$ cat src/rtl/rr_sched_pkg.sv
// rtl/rr_sched_pkg.sv - shared constants and helpers for the slot-table scheduler
package rr_sched_pkg;

  // Scheduling modes selected by the mode input
  localparam logic MODE_STRICT = 1'b0;
  localparam logic MODE_WC     = 1'b1;

  // Default slot table content: slot i serves channel i mod nch
  function automatic int default_id(input int slot, input int nch);
    return slot % nch;
  endfunction

endpackage

$ cat src/rtl/rr_slot_picker.sv
// rtl/rr_slot_picker.sv - combinational rotate-priority slot search
module rr_slot_picker
  import rr_sched_pkg::*;
#(
  parameter int NCH   = 4,
  parameter int SLOTS = 10,
  parameter int IDW   = $clog2(NCH),
  parameter int SW    = $clog2(SLOTS)
) (
  input  logic [SLOTS-1:0][IDW-1:0] tbl,
  input  logic [SW:0]               len,
  input  logic [SW-1:0]             ptr,
  input  logic [NCH-1:0]            empty,
  input  logic                      mode,
  output logic                      hit,
  output logic [SW-1:0]             sel
);

  logic [SW-1:0] start;
  int            idx;

  // IDs outside the channel range are treated as permanently empty
  function automatic logic avail(input logic [IDW-1:0] id, input logic [NCH-1:0] emp);
    return (int'(id) < NCH) && !emp[id];
  endfunction

  // Strict mode looks at one slot; work-conserving walks len slots from the pointer with wrap
  always_comb begin
    hit   = 1'b0;
    idx   = 0;
    start = ({1'b0, ptr} >= len) ? '0 : ptr;
    sel   = start;
    if (mode == MODE_STRICT) begin
      hit = avail(tbl[start], empty);
    end else begin
      for (int k = 0; k < SLOTS; k++) begin
        if (!hit && k < int'(len)) begin
          idx = int'(start) + k;
          if (idx >= int'(len)) idx = idx - int'(len);
          if (avail(tbl[SW'(idx)], empty)) begin
            hit = 1'b1;
            sel = SW'(idx);
          end
        end
      end
    end
  end

endmodule

$ cat src/rtl/rr_slot_scheduler.sv
// rtl/rr_slot_scheduler.sv - slot-table round-robin pop scheduler for the FIFO bank
module rr_slot_scheduler
  import rr_sched_pkg::*;
#(
  parameter int NCH   = 4,
  parameter int SLOTS = 10,
  parameter int IDW   = $clog2(NCH),
  parameter int SW    = $clog2(SLOTS)
) (
  input  logic           clk,
  input  logic           reset,
  input  logic           valid,
  input  logic           mode,
  input  logic [NCH-1:0] empty,
  input  logic           dst_full,
  input  logic           cfg_we,
  input  logic [SW-1:0]  cfg_addr,
  input  logic [IDW-1:0] cfg_id,
  input  logic           cfg_len_we,
  input  logic [SW:0]    cfg_len,
  output logic           read,
  output logic [IDW-1:0] pop_id,
  output logic [SW-1:0]  slot_ptr
);

  logic [SLOTS-1:0][IDW-1:0] tbl;
  logic [SW:0]               len;
  logic [SW-1:0]             ptr;
  logic                      hit;
  logic [SW-1:0]             sel;
  logic                      eval;

  assign eval     = valid && !dst_full;
  assign slot_ptr = ptr;

  // Step to the following slot, wrapping at the active length
  function automatic logic [SW-1:0] advance(input logic [SW-1:0] idx, input logic [SW:0] l);
    logic [SW:0] nxt;
    nxt = {1'b0, idx} + (SW+1)'(1);
    return (nxt >= l) ? '0 : nxt[SW-1:0];
  endfunction

  rr_slot_picker #(
    .NCH   (NCH),
    .SLOTS (SLOTS),
    .IDW   (IDW),
    .SW    (SW)
  ) u_picker (
    .tbl   (tbl),
    .len   (len),
    .ptr   (ptr),
    .empty (empty),
    .mode  (mode),
    .hit   (hit),
    .sel   (sel)
  );

  // Slot table and active length; writes land after this edge's evaluation
  always_ff @(posedge clk or posedge reset) begin
    if (reset) begin
      for (int i = 0; i < SLOTS; i++) tbl[i] <= IDW'(default_id(i, NCH));
      len <= (SW+1)'(SLOTS);
    end else begin
      if (cfg_we && int'(cfg_addr) < SLOTS) tbl[cfg_addr] <= cfg_id;
      if (cfg_len_we && cfg_len != '0 && int'(cfg_len) <= SLOTS) len <= cfg_len;
    end
  end

  // Grant register and pointer; strict mode always advances, work-conserving only on a hit
  always_ff @(posedge clk or posedge reset) begin
    if (reset) begin
      read   <= 1'b0;
      pop_id <= '0;
      ptr    <= '0;
    end else if (eval) begin
      read <= hit;
      if (hit) pop_id <= tbl[sel];
      if (hit || mode == MODE_STRICT) ptr <= advance(sel, len);
    end else begin
      read <= 1'b0;
    end
  end

endmodule

$ cat config.mk
export PLATFORM = sky130hd
export DESIGN_NAME = rr_slot_scheduler
export DESIGN_NICKNAME = d
export VERILOG_FILES = /design/src/rtl/rr_sched_pkg.sv /design/src/rtl/rr_slot_picker.sv /design/src/rtl/rr_slot_scheduler.sv
export SDC_FILE = /design/constraint.sdc
export NUM_CORES = 1
export LEC_CHECK = 0
export BUFFER_PORTS_ARGS = -buffer_cell sky130_fd_sc_hd__buf_4
export CAP_MARGIN = 20
export CORE_UTILIZATION = 25
export DETAILED_ROUTE_END_ITERATION = 8
export PLACE_DENSITY = 0.37
export SLEW_MARGIN = 40
export SYNTH_ARGS = -nofsm -noshare
export SYNTH_HDL_FRONTEND = slang
export SYNTH_HIERARCHICAL = 1
export SYNTH_SLANG_ARGS = --single-unit
$ cat constraint.sdc
create_clock -name clk -period 15.26 [get_ports clk]
set_clock_uncertainty 0.15 [all_clocks]
set_input_delay 1.526 -clock clk [delete_from_list [all_inputs] [get_ports clk]]
set_output_delay 1.526 -clock clk [all_outputs]
set_load 0.01 [all_outputs]
## After elaboration in Yosys (flattened, before gate mapping)

Index checks and enable logic that the tools add are counted.

| cells by class | value |
|---|---|
| add/subtract/negate cells | 20 |
| bitwise logic cells | 1 |
| multiplexer cells | 145 |
| $lt $le $gt $ge | 49 |
| reduce and logical (&&, ||, !) cells | 29 |

Operators by type and width:

| cell | number |
|---|---|
| $mux W4 | 55 |
| $bmux W2 S4 | 12 |
| $lt A4 B6 Y1 const B | 10 |
| $ge A5 B5 Y1 | 10 |
| $mux W2 | 23 |
| $mux W1 | 42 |
| $sub A4 B4 Y4 | 10 |
| $lt A2 B3 Y1 const B | 11 |
| $bmux W1 S2 | 11 |
| $add A4 B3 Y5 const B | 4 |
| $bwmux W20 | 1 |
| $lt A3 B5 Y1 const A | 4 |
| $lt A4 B5 Y1 const B | 3 |
| $logic_and A1 B1 Y1 | 14 |
| $logic_not A1 Y1 | 11 |
| $add A4 B1 Y5 const B | 2 |
| $add A4 B2 Y5 const B | 2 |
| $add A4 B4 Y5 const B | 2 |
| $ge A4 B5 Y1 | 2 |
| $lt A1 B5 Y1 const A | 2 |
| $lt A2 B5 Y1 const A | 2 |
| $lt A4 B5 Y1 const A | 2 |
| $demux W2 S4 | 1 |
| $le A5 B4 Y1 const B | 1 |
| other kinds (6) | 7 |

| storage, ports and cells | value |
|---|---|
| word-level logic and storage cells | 258 |
| register bits | 32 |
| input bits | 22 |
| output and inout port bits | 7 |

## Logic depth before layout (Yosys ltp)

| depth | value |
|---|---|
| depth after elaboration | 125 |
| depth in mapped cells | 38 |

## Cells and area by module

The synthesis kept the hierarchy.

By module, submodules not included:

| module | instances | area each (µm²) | cells an instance |
|---|---|---|---|
| rr_slot_picker | 1 | 6576.3 | 916 |
| rr_slot_scheduler | 1 | 1736.7 | 144 |

## Worst setup path after synthesis

Ideal clock, no wire load.

| timing path | value |
|---|---|
| path kind | register to register |
| start point | register ptr[0], in the netlist slot_ptr[0] |
| end point | register ptr[2], in the netlist slot_ptr[2] |
| path slack | 6444 ps |
| cell stages (with the launch flop) | 36 |
| data required time | 15034 ps |
| arrival time | 8589 ps |
| path through | dfrtp_1 > clkbuf_1 > inv_1 > ha_1 > nand2b_4 > a2111oi_4 > o21ai_4 > inv_2 > buf_1 > ha_1 > nand3_1 > and2_1 > clkbuf_1 > ha_1 > a21o_1 > a31oi_1 > nor3_1 > a211oi_1 > mux2i_1 > o22ai_1 > o31a_2 > mux2i_1 > a22o_1 > or4b_4 > nor4_4 > a31oi_1 > nand3_1 > o221a_1 > clkbuf_1 > nand3_1 > xor2_1 > inv_1 > ha_1 > and3_1 > a2111o_1 > o21ai_1 |

| on the way | value |
|---|---|
| longest elaborated chain between the ends | 53 |

Ends and longest elaborated chain:

| what | line | RTL |
|---|---|---|
| start, declared | rr_slot_scheduler.sv:28 | `logic [SW-1:0] ptr;` |
| start signal, assigned | rr_slot_scheduler.sv:78 | `if (hit \|\| mode == MODE_STRICT) ptr <= advance(sel, len);` |
| $ge A4 B5 Y1 | rr_slot_picker.sv:31 | `start = ({1'b0, ptr} >= len) ? '0 : ptr;` |
| $mux W4 (*) | rr_slot_picker.sv:31 |  |
| branches (longest 47 deep; another with $add A4 B1 Y5) | - |  |
| $mux W4 (*) | rr_slot_picker.sv:33 | `if (mode == MODE_STRICT) begin` |
| named net sel[2] | rr_slot_scheduler.sv:30 | `logic [SW-1:0] sel;` |
| $add A4 B1 Y5 (*) | rr_slot_scheduler.sv:39 | `nxt = {1'b0, idx} + (SW+1)'(1);` |
| $ge A5 B5 Y1 | rr_slot_scheduler.sv:40 | `return (nxt >= l) ? '0 : nxt[SW-1:0];` |
| $mux W4 (*) | rr_slot_scheduler.sv:40 |  |

Mark *: on every way through the listed nets, which the timed path passes. The select of a mux whose other input is x is not followed.
A chain may end at the register's enable or synchronous reset.

## Worst setup path in the final report

| timing path | value |
|---|---|
| start point | register len[2] |
| end point | register ptr[3], in the netlist slot_ptr[3] |

| on the way | value |
|---|---|
| longest elaborated chain between the ends | 53 |

Ends and longest elaborated chain:

| what | line | RTL |
|---|---|---|
| start, declared | rr_slot_scheduler.sv:27 | `logic [SW:0] len;` |
| start signal, assigned | rr_slot_scheduler.sv:62 | `len <= (SW+1)'(SLOTS);` |
| branches (longest 49 deep; another with $ge A4 B5 Y1) | - |  |
| $mux W4 (*) | rr_slot_picker.sv:33 |  |
| named net sel[2] | rr_slot_scheduler.sv:30 |  |
| $add A4 B1 Y5 (*) | rr_slot_scheduler.sv:39 |  |
| $ge A5 B5 Y1 | rr_slot_scheduler.sv:40 |  |
| $mux W4 (*) | rr_slot_scheduler.sv:40 |  |

Marked as above.

==> load_flow_metrics.sql <==
INSERT INTO impl_metrics (metric_group, metric, value, unit) VALUES
('outcome', 'run_status', 'complete, no violations', ''),
('die', 'core', '32600', 'um2'),
('clock_tree', 'htreeDepth', '2', ''),
('clock_tree', 'cts_resized', '0', ''),
('die', 'floorplan.die.width', '184', 'um'),
('die', 'placement_rows', '66', ''),
('sta', 'achievable-frequency', '0.0975', 'GHz'),
('global_route', 'grt_max_degree', '33', ''),
('finish', 'filler_cells_inserted', '3578', ''),
('yosys', 'synth.yosys.warnings', '6', ''),
('die', 'initial_utilization', '25.5', '%'),
('clock_tree', 'postCtsHoldBufs', '0', ''),
('setup_path', 'cp.buffers_inverters', '4', ''),
('finish', 'stdcell_area', '9150', 'um2'),
('yosys', 'async_reset_ff_share', '100', '%'),
('yosys', 'synth_enable_flop_cells', '0', ''),
('sta', 'setup_tns', '0', 'ns'),
('job', 'cap_viol_max_count', '0', ''),
('setup_path', 'cpMaxStageDelayCell', 'sky130_fd_sc_hd__o22ai_2', ''),
('sta', 'setup_slack', '5.01', 'ns'),
('yosys', 'synth.cell_area', '8310', 'um2'),
('setup_path', 'end_kind', 'flop', ''),
('setup_path', 'cp_common_cell', 'sky130_fd_sc_hd__ha_1', ''),
('detailed_routing', 'vias_after_detailed_routing', '8894', ''),
('clock_tree', 'clock_tree.root_cell', 'sky130_fd_sc_hd__clkbuf_16', ''),
('clock_tree', 'cts-buffers-inserted', '5', ''),
('yosys', 'syn-instance-count', '1060', ''),
('placement', 'gp_congestion', '0.890', ''),
('finish', 'final_layout_size_suffix_gt1_share', '16.1', '%'),
('global_route', 'grt_usage', '23.4', '%'),
('clock_tree', 'clk_transition_reported_paths', '0.05', 'ns'),
('sta', 'max_slew.worst_pin.slew', '0.884', 'ns'),
('placement', 'port_buffers', '28', ''),
('global_route', 'vias_in_the_first_global_route', '8480', ''),
('global_route', 'globalRoute.totalOverflow', '0', ''),
('finish', 'antenna_cells_inserted', '0', ''),
('clock_tree', 'clock_insertion_delay_worst_skew', '0.27', 'ns'),
('setup_path', 'timing.critical_path.max_delay_family', 'compound AO/OA/AOI/OAI gates', ''),
('die', 'floorplan.die.height', '184', 'um'),
('setup_path', 'critPathMaxStageDelay', '0.62', 'ns'),
('detailed_routing', 'route.detailed.vias_per_inst', '5.93', ''),
('yosys', 'synth_seq_cells', '32', ''),
('yosys', 'synthesis.nets', '1139', ''),
('setup_path', 'crit_path_max_fanout', '21', ''),
('sta', 'setup-violations-final', '0', ''),
('die', 'design.portCount', '29', ''),
('clock_tree', 'post_cts_buffers', '0', ''),
('sta', 'finalHoldViolations', '0', ''),
('sta', 'slew_headroom', '41.1', '%'),
('clock_tree', 'cts_tree', 'yes', ''),
('yosys', 'syn_avg_cell_area', '7.84', 'um2'),
('yosys', 'synth_seq_area_share', '9.80', '%'),
('finish', 'areaGrowthSynthToFinish', '10.1', '%'),
('sta', 'final_min_period_over_clock_period', '67.2', '%'),
('detailed_routing', 'drtPass1Iterations', '6', ''),
('die', 'total_die_area', '34000', 'um2'),
('setup_path', 'worstPathRequired', '15.31', 'ns'),
('setup_path', 'critical_path_class', 'reg -> reg', ''),
('placement', 'hpwl', '29300', 'um'),
('detailed_routing', 'dr.first_iter.drc_count', '847', ''),
('detailed_routing', 'wl_per_cell', '26.7', 'um'),
('finish', 'finish.net_count', '1135', ''),
('global_route', 'grt_pass1_wl', '58000', 'um'),
('setup_path', 'crit_arrival', '10.30', 'ns'),
('clock_tree', 'clk_path_buf_depth', '2', ''),
('global_route', 'antenna_found_initial', '0', ''),
('detailed_routing', 'final_antenna_net_count', '0', ''),
('clock_tree', 'cts_sinks', '32', ''),
('placement', 'cell_area_after_placement', '8980', 'um2'),
('detailed_routing', 'wl', '40000', 'um'),
('sta', 'setup_repair_after_global_routing_missed_its_margin', 'false', ''),
('sta', 'final_max_slew_viol_count', '0', ''),
('detailed_routing', 'detail_route.drc_violations', '0', ''),
('hold_path', 'timing.hold.worst.class', 'reg -> reg', ''),
('yosys', 'ys_dominant_reg_cell', 'sky130_fd_sc_hd__dfrtp_1', ''),
('setup_path', 'worst_setup_path_start_kind', 'flop', ''),
('yosys', 'synth.lib_cells_used.distinct', '109', ''),
('placement', 'setup_slack_placement', '5.13', 'ns'),
('sta', 'period_minus_slack', '10.25', 'ns');
-- cells in the mapped netlist, types with 6 or more instances --
| library cell | count | area share [%] |
|---|---|---|
| sky130_fd_sc_hd__mux2i_1 | 102 | 12 |
| sky130_fd_sc_hd__nand2_1 | 87 | 3.9 |
| sky130_fd_sc_hd__nor2_1 | 72 | 3.3 |
| sky130_fd_sc_hd__a21oi_1 | 68 | 4.1 |
| sky130_fd_sc_hd__inv_1 | 56 | 2.5 |
| sky130_fd_sc_hd__ha_1 | 53 | 8.0 |
| sky130_fd_sc_hd__clkbuf_1 | 41 | 1.9 |
| sky130_fd_sc_hd__a211oi_1 | 38 | 3.4 |
| sky130_fd_sc_hd__o21ai_0 | 35 | 2.1 |
| sky130_fd_sc_hd__nand3_1 | 31 | 1.9 |
| sky130_fd_sc_hd__mux2_2 | 28 | 3.8 |
| sky130_fd_sc_hd__nor3_1 | 23 | 1.4 |
| sky130_fd_sc_hd__a21o_1 | 21 | 1.9 |
| sky130_fd_sc_hd__dfrtp_1 | 21 | 6.3 |
| sky130_fd_sc_hd__nand2b_1 | 18 | 1.4 |
| sky130_fd_sc_hd__a31oi_1 | 16 | 1.2 |
| sky130_fd_sc_hd__o21ai_1 | 16 | 0.96 |
| sky130_fd_sc_hd__xnor2_1 | 15 | 1.6 |
| sky130_fd_sc_hd__o211ai_1 | 14 | 1.3 |
| sky130_fd_sc_hd__nor2b_1 | 12 | 0.90 |
| sky130_fd_sc_hd__and3_1 | 11 | 0.83 |
| sky130_fd_sc_hd__dfstp_2 | 11 | 3.5 |
| sky130_fd_sc_hd__o21a_1 | 11 | 0.99 |
| sky130_fd_sc_hd__o221ai_1 | 9 | 0.95 |
| sky130_fd_sc_hd__o22ai_1 | 9 | 0.68 |
| sky130_fd_sc_hd__o31ai_1 | 9 | 0.81 |
| sky130_fd_sc_hd__a221oi_1 | 8 | 0.84 |
| sky130_fd_sc_hd__a22oi_1 | 8 | 0.72 |
| sky130_fd_sc_hd__buf_2 | 8 | 0.48 |
| sky130_fd_sc_hd__nand3b_1 | 8 | 0.72 |
| sky130_fd_sc_hd__buf_1 | 7 | 0.32 |
| sky130_fd_sc_hd__mux2i_4 | 7 | 1.9 |
| sky130_fd_sc_hd__xor2_1 | 7 | 0.74 |
| sky130_fd_sc_hd__and2_1 | 6 | 0.45 |
| sky130_fd_sc_hd__mux4_2 | 6 | 1.6 |
| sky130_fd_sc_hd__or3_1 | 6 | 0.45 |
-- sequential cells by signal, summed over array words and instances, names as in the netlist --
name / flops
len: 5
pop_id: 2
read: 1
slot_ptr: 4
tbl: 20
-- cells in the final DEF, fill, tap and decap left out, types with 5 or more instances in the layout --
| cell | synthesis | routed |
|---|---|---|
| sky130_fd_sc_hd__a211oi_1 | 38 | 37 |
| sky130_fd_sc_hd__a21boi_0 | 5 | 5 |
| sky130_fd_sc_hd__a21o_1 | 21 | 21 |
| sky130_fd_sc_hd__a21oi_1 | 68 | 68 |
| sky130_fd_sc_hd__a221oi_1 | 8 | 8 |
| sky130_fd_sc_hd__a22oi_1 | 8 | 8 |
| sky130_fd_sc_hd__a311o_1 | 5 | 5 |
| sky130_fd_sc_hd__a31oi_1 | 16 | 16 |
| sky130_fd_sc_hd__and2_1 | 6 | 6 |
| sky130_fd_sc_hd__and3_1 | 11 | 11 |
| sky130_fd_sc_hd__buf_4 | 1 | 49 |
| sky130_fd_sc_hd__clkbuf_16 | 0 | 5 |
| sky130_fd_sc_hd__dfrtp_1 | 21 | 21 |
| sky130_fd_sc_hd__dfstp_2 | 11 | 11 |
| sky130_fd_sc_hd__ha_1 | 53 | 53 |
| sky130_fd_sc_hd__inv_1 | 56 | 55 |
| sky130_fd_sc_hd__mux2_2 | 28 | 28 |
| sky130_fd_sc_hd__mux2_4 | 5 | 5 |
| sky130_fd_sc_hd__mux2i_1 | 102 | 99 |
| sky130_fd_sc_hd__mux2i_2 | 5 | 8 |
| sky130_fd_sc_hd__mux2i_4 | 7 | 7 |
| sky130_fd_sc_hd__mux4_2 | 6 | 6 |
| sky130_fd_sc_hd__nand2_1 | 87 | 87 |
| sky130_fd_sc_hd__nand2b_1 | 18 | 18 |
| sky130_fd_sc_hd__nand3_1 | 31 | 31 |
| sky130_fd_sc_hd__nand3b_1 | 8 | 8 |
| sky130_fd_sc_hd__nor2_1 | 72 | 72 |
| sky130_fd_sc_hd__nor2b_1 | 12 | 12 |
| sky130_fd_sc_hd__nor3_1 | 23 | 23 |
| sky130_fd_sc_hd__o211ai_1 | 14 | 14 |
| sky130_fd_sc_hd__o21a_1 | 11 | 11 |
| sky130_fd_sc_hd__o21ai_0 | 35 | 35 |
| sky130_fd_sc_hd__o21ai_1 | 16 | 15 |
| sky130_fd_sc_hd__o221ai_1 | 9 | 9 |
| sky130_fd_sc_hd__o22ai_1 | 9 | 9 |
| sky130_fd_sc_hd__o31ai_1 | 9 | 9 |
| sky130_fd_sc_hd__or3_1 | 6 | 6 |
| sky130_fd_sc_hd__xnor2_1 | 15 | 15 |
| sky130_fd_sc_hd__xor2_1 | 7 | 7 |
-- worst register-to-register path: cells and delay by family (launching register included) --
family,cells,cell delay [ns]
AOI/OAI and AO/OA,12,3.46
xor gates and xnor gates,1,0.23
adders and majority gates,4,1.42
buffers and inverters,4,1.15
DFF,1,0.52
muxes,2,0.63
and+or+nand+nor,10,2.62
-- final timing paths --
| kind | start | to | slack (ns) | depth (start not counted) |
|---|---|---|---|---|
| worst max-delay path | len[2] | slot_ptr[3] | 5.01 | 33 |
| worst min-delay path | pop_id[1] | pop_id[1] | 0.40 | 2 |
| worst max register to register | len[2] | slot_ptr[3] | 5.01 | 33 |
| worst min register to register | pop_id[1] | pop_id[1] | 0.40 | 2 |
| max in group asynchronous | reset | tbl[10] | 13.43 | 3 |
| min in group asynchronous | reset | len[4] | 1.20 | 3 |
-- kinds of logic (layout without fill, tap and decap cells) --
logic type,count (synthesis),in the layout,synth area share [%]
adder cells (fa/ha/maj),57,57,8.94
AO/OA/AOI/OAI,356,356,31.3
AND/OR/NAND/NOR,315,315,19.8
XOR/XNOR,22,22,2.32
multiplexers,157,157,21.9
flip-flops,32,32,9.80
buffers and inverters,121,118,5.95
-- stage by stage --
stage	util, %	hold WS (ns)	cells
floorplan	-	0.337	1060
global placement	27.5	0.389	1489
detailed placement	27.5	0.402	1490
CTS	28.0	0.414	1498
global route	28.0	0.457	1499
finish	28.0	0.398	1499
-- layer usage --
layer / up-vias / track usage (%) / part of all wire (%)
li1: 4052 / - / -
met1: 4384 / 32.0 / 45
met2: 372 / 36.7 / 44
met3: 86 / 2.77 / 6.1
met4: 0 / 10.1 / 4.6
met5: - / 0 / 0
-- cell type report --
type | instances | area, um2 | area share [%]
Sequential cell | 32 | 815 | 8.90
Tap cell | 442 | 553 | 6.04
Inverter | 60 | 228 | 2.49
Multi-Input combinational cell | 907 | 7030 | 76.8
Clock inverter | 1 | 7.51 | 0.0821
Timing Repair Buffer | 50 | 373 | 4.08
Clock buffer | 7 | 143 | 1.56
Power is left out: the tool's default activity adds up to more than one toggle a clock period on the data nets, which glitch-free logic cannot reach.
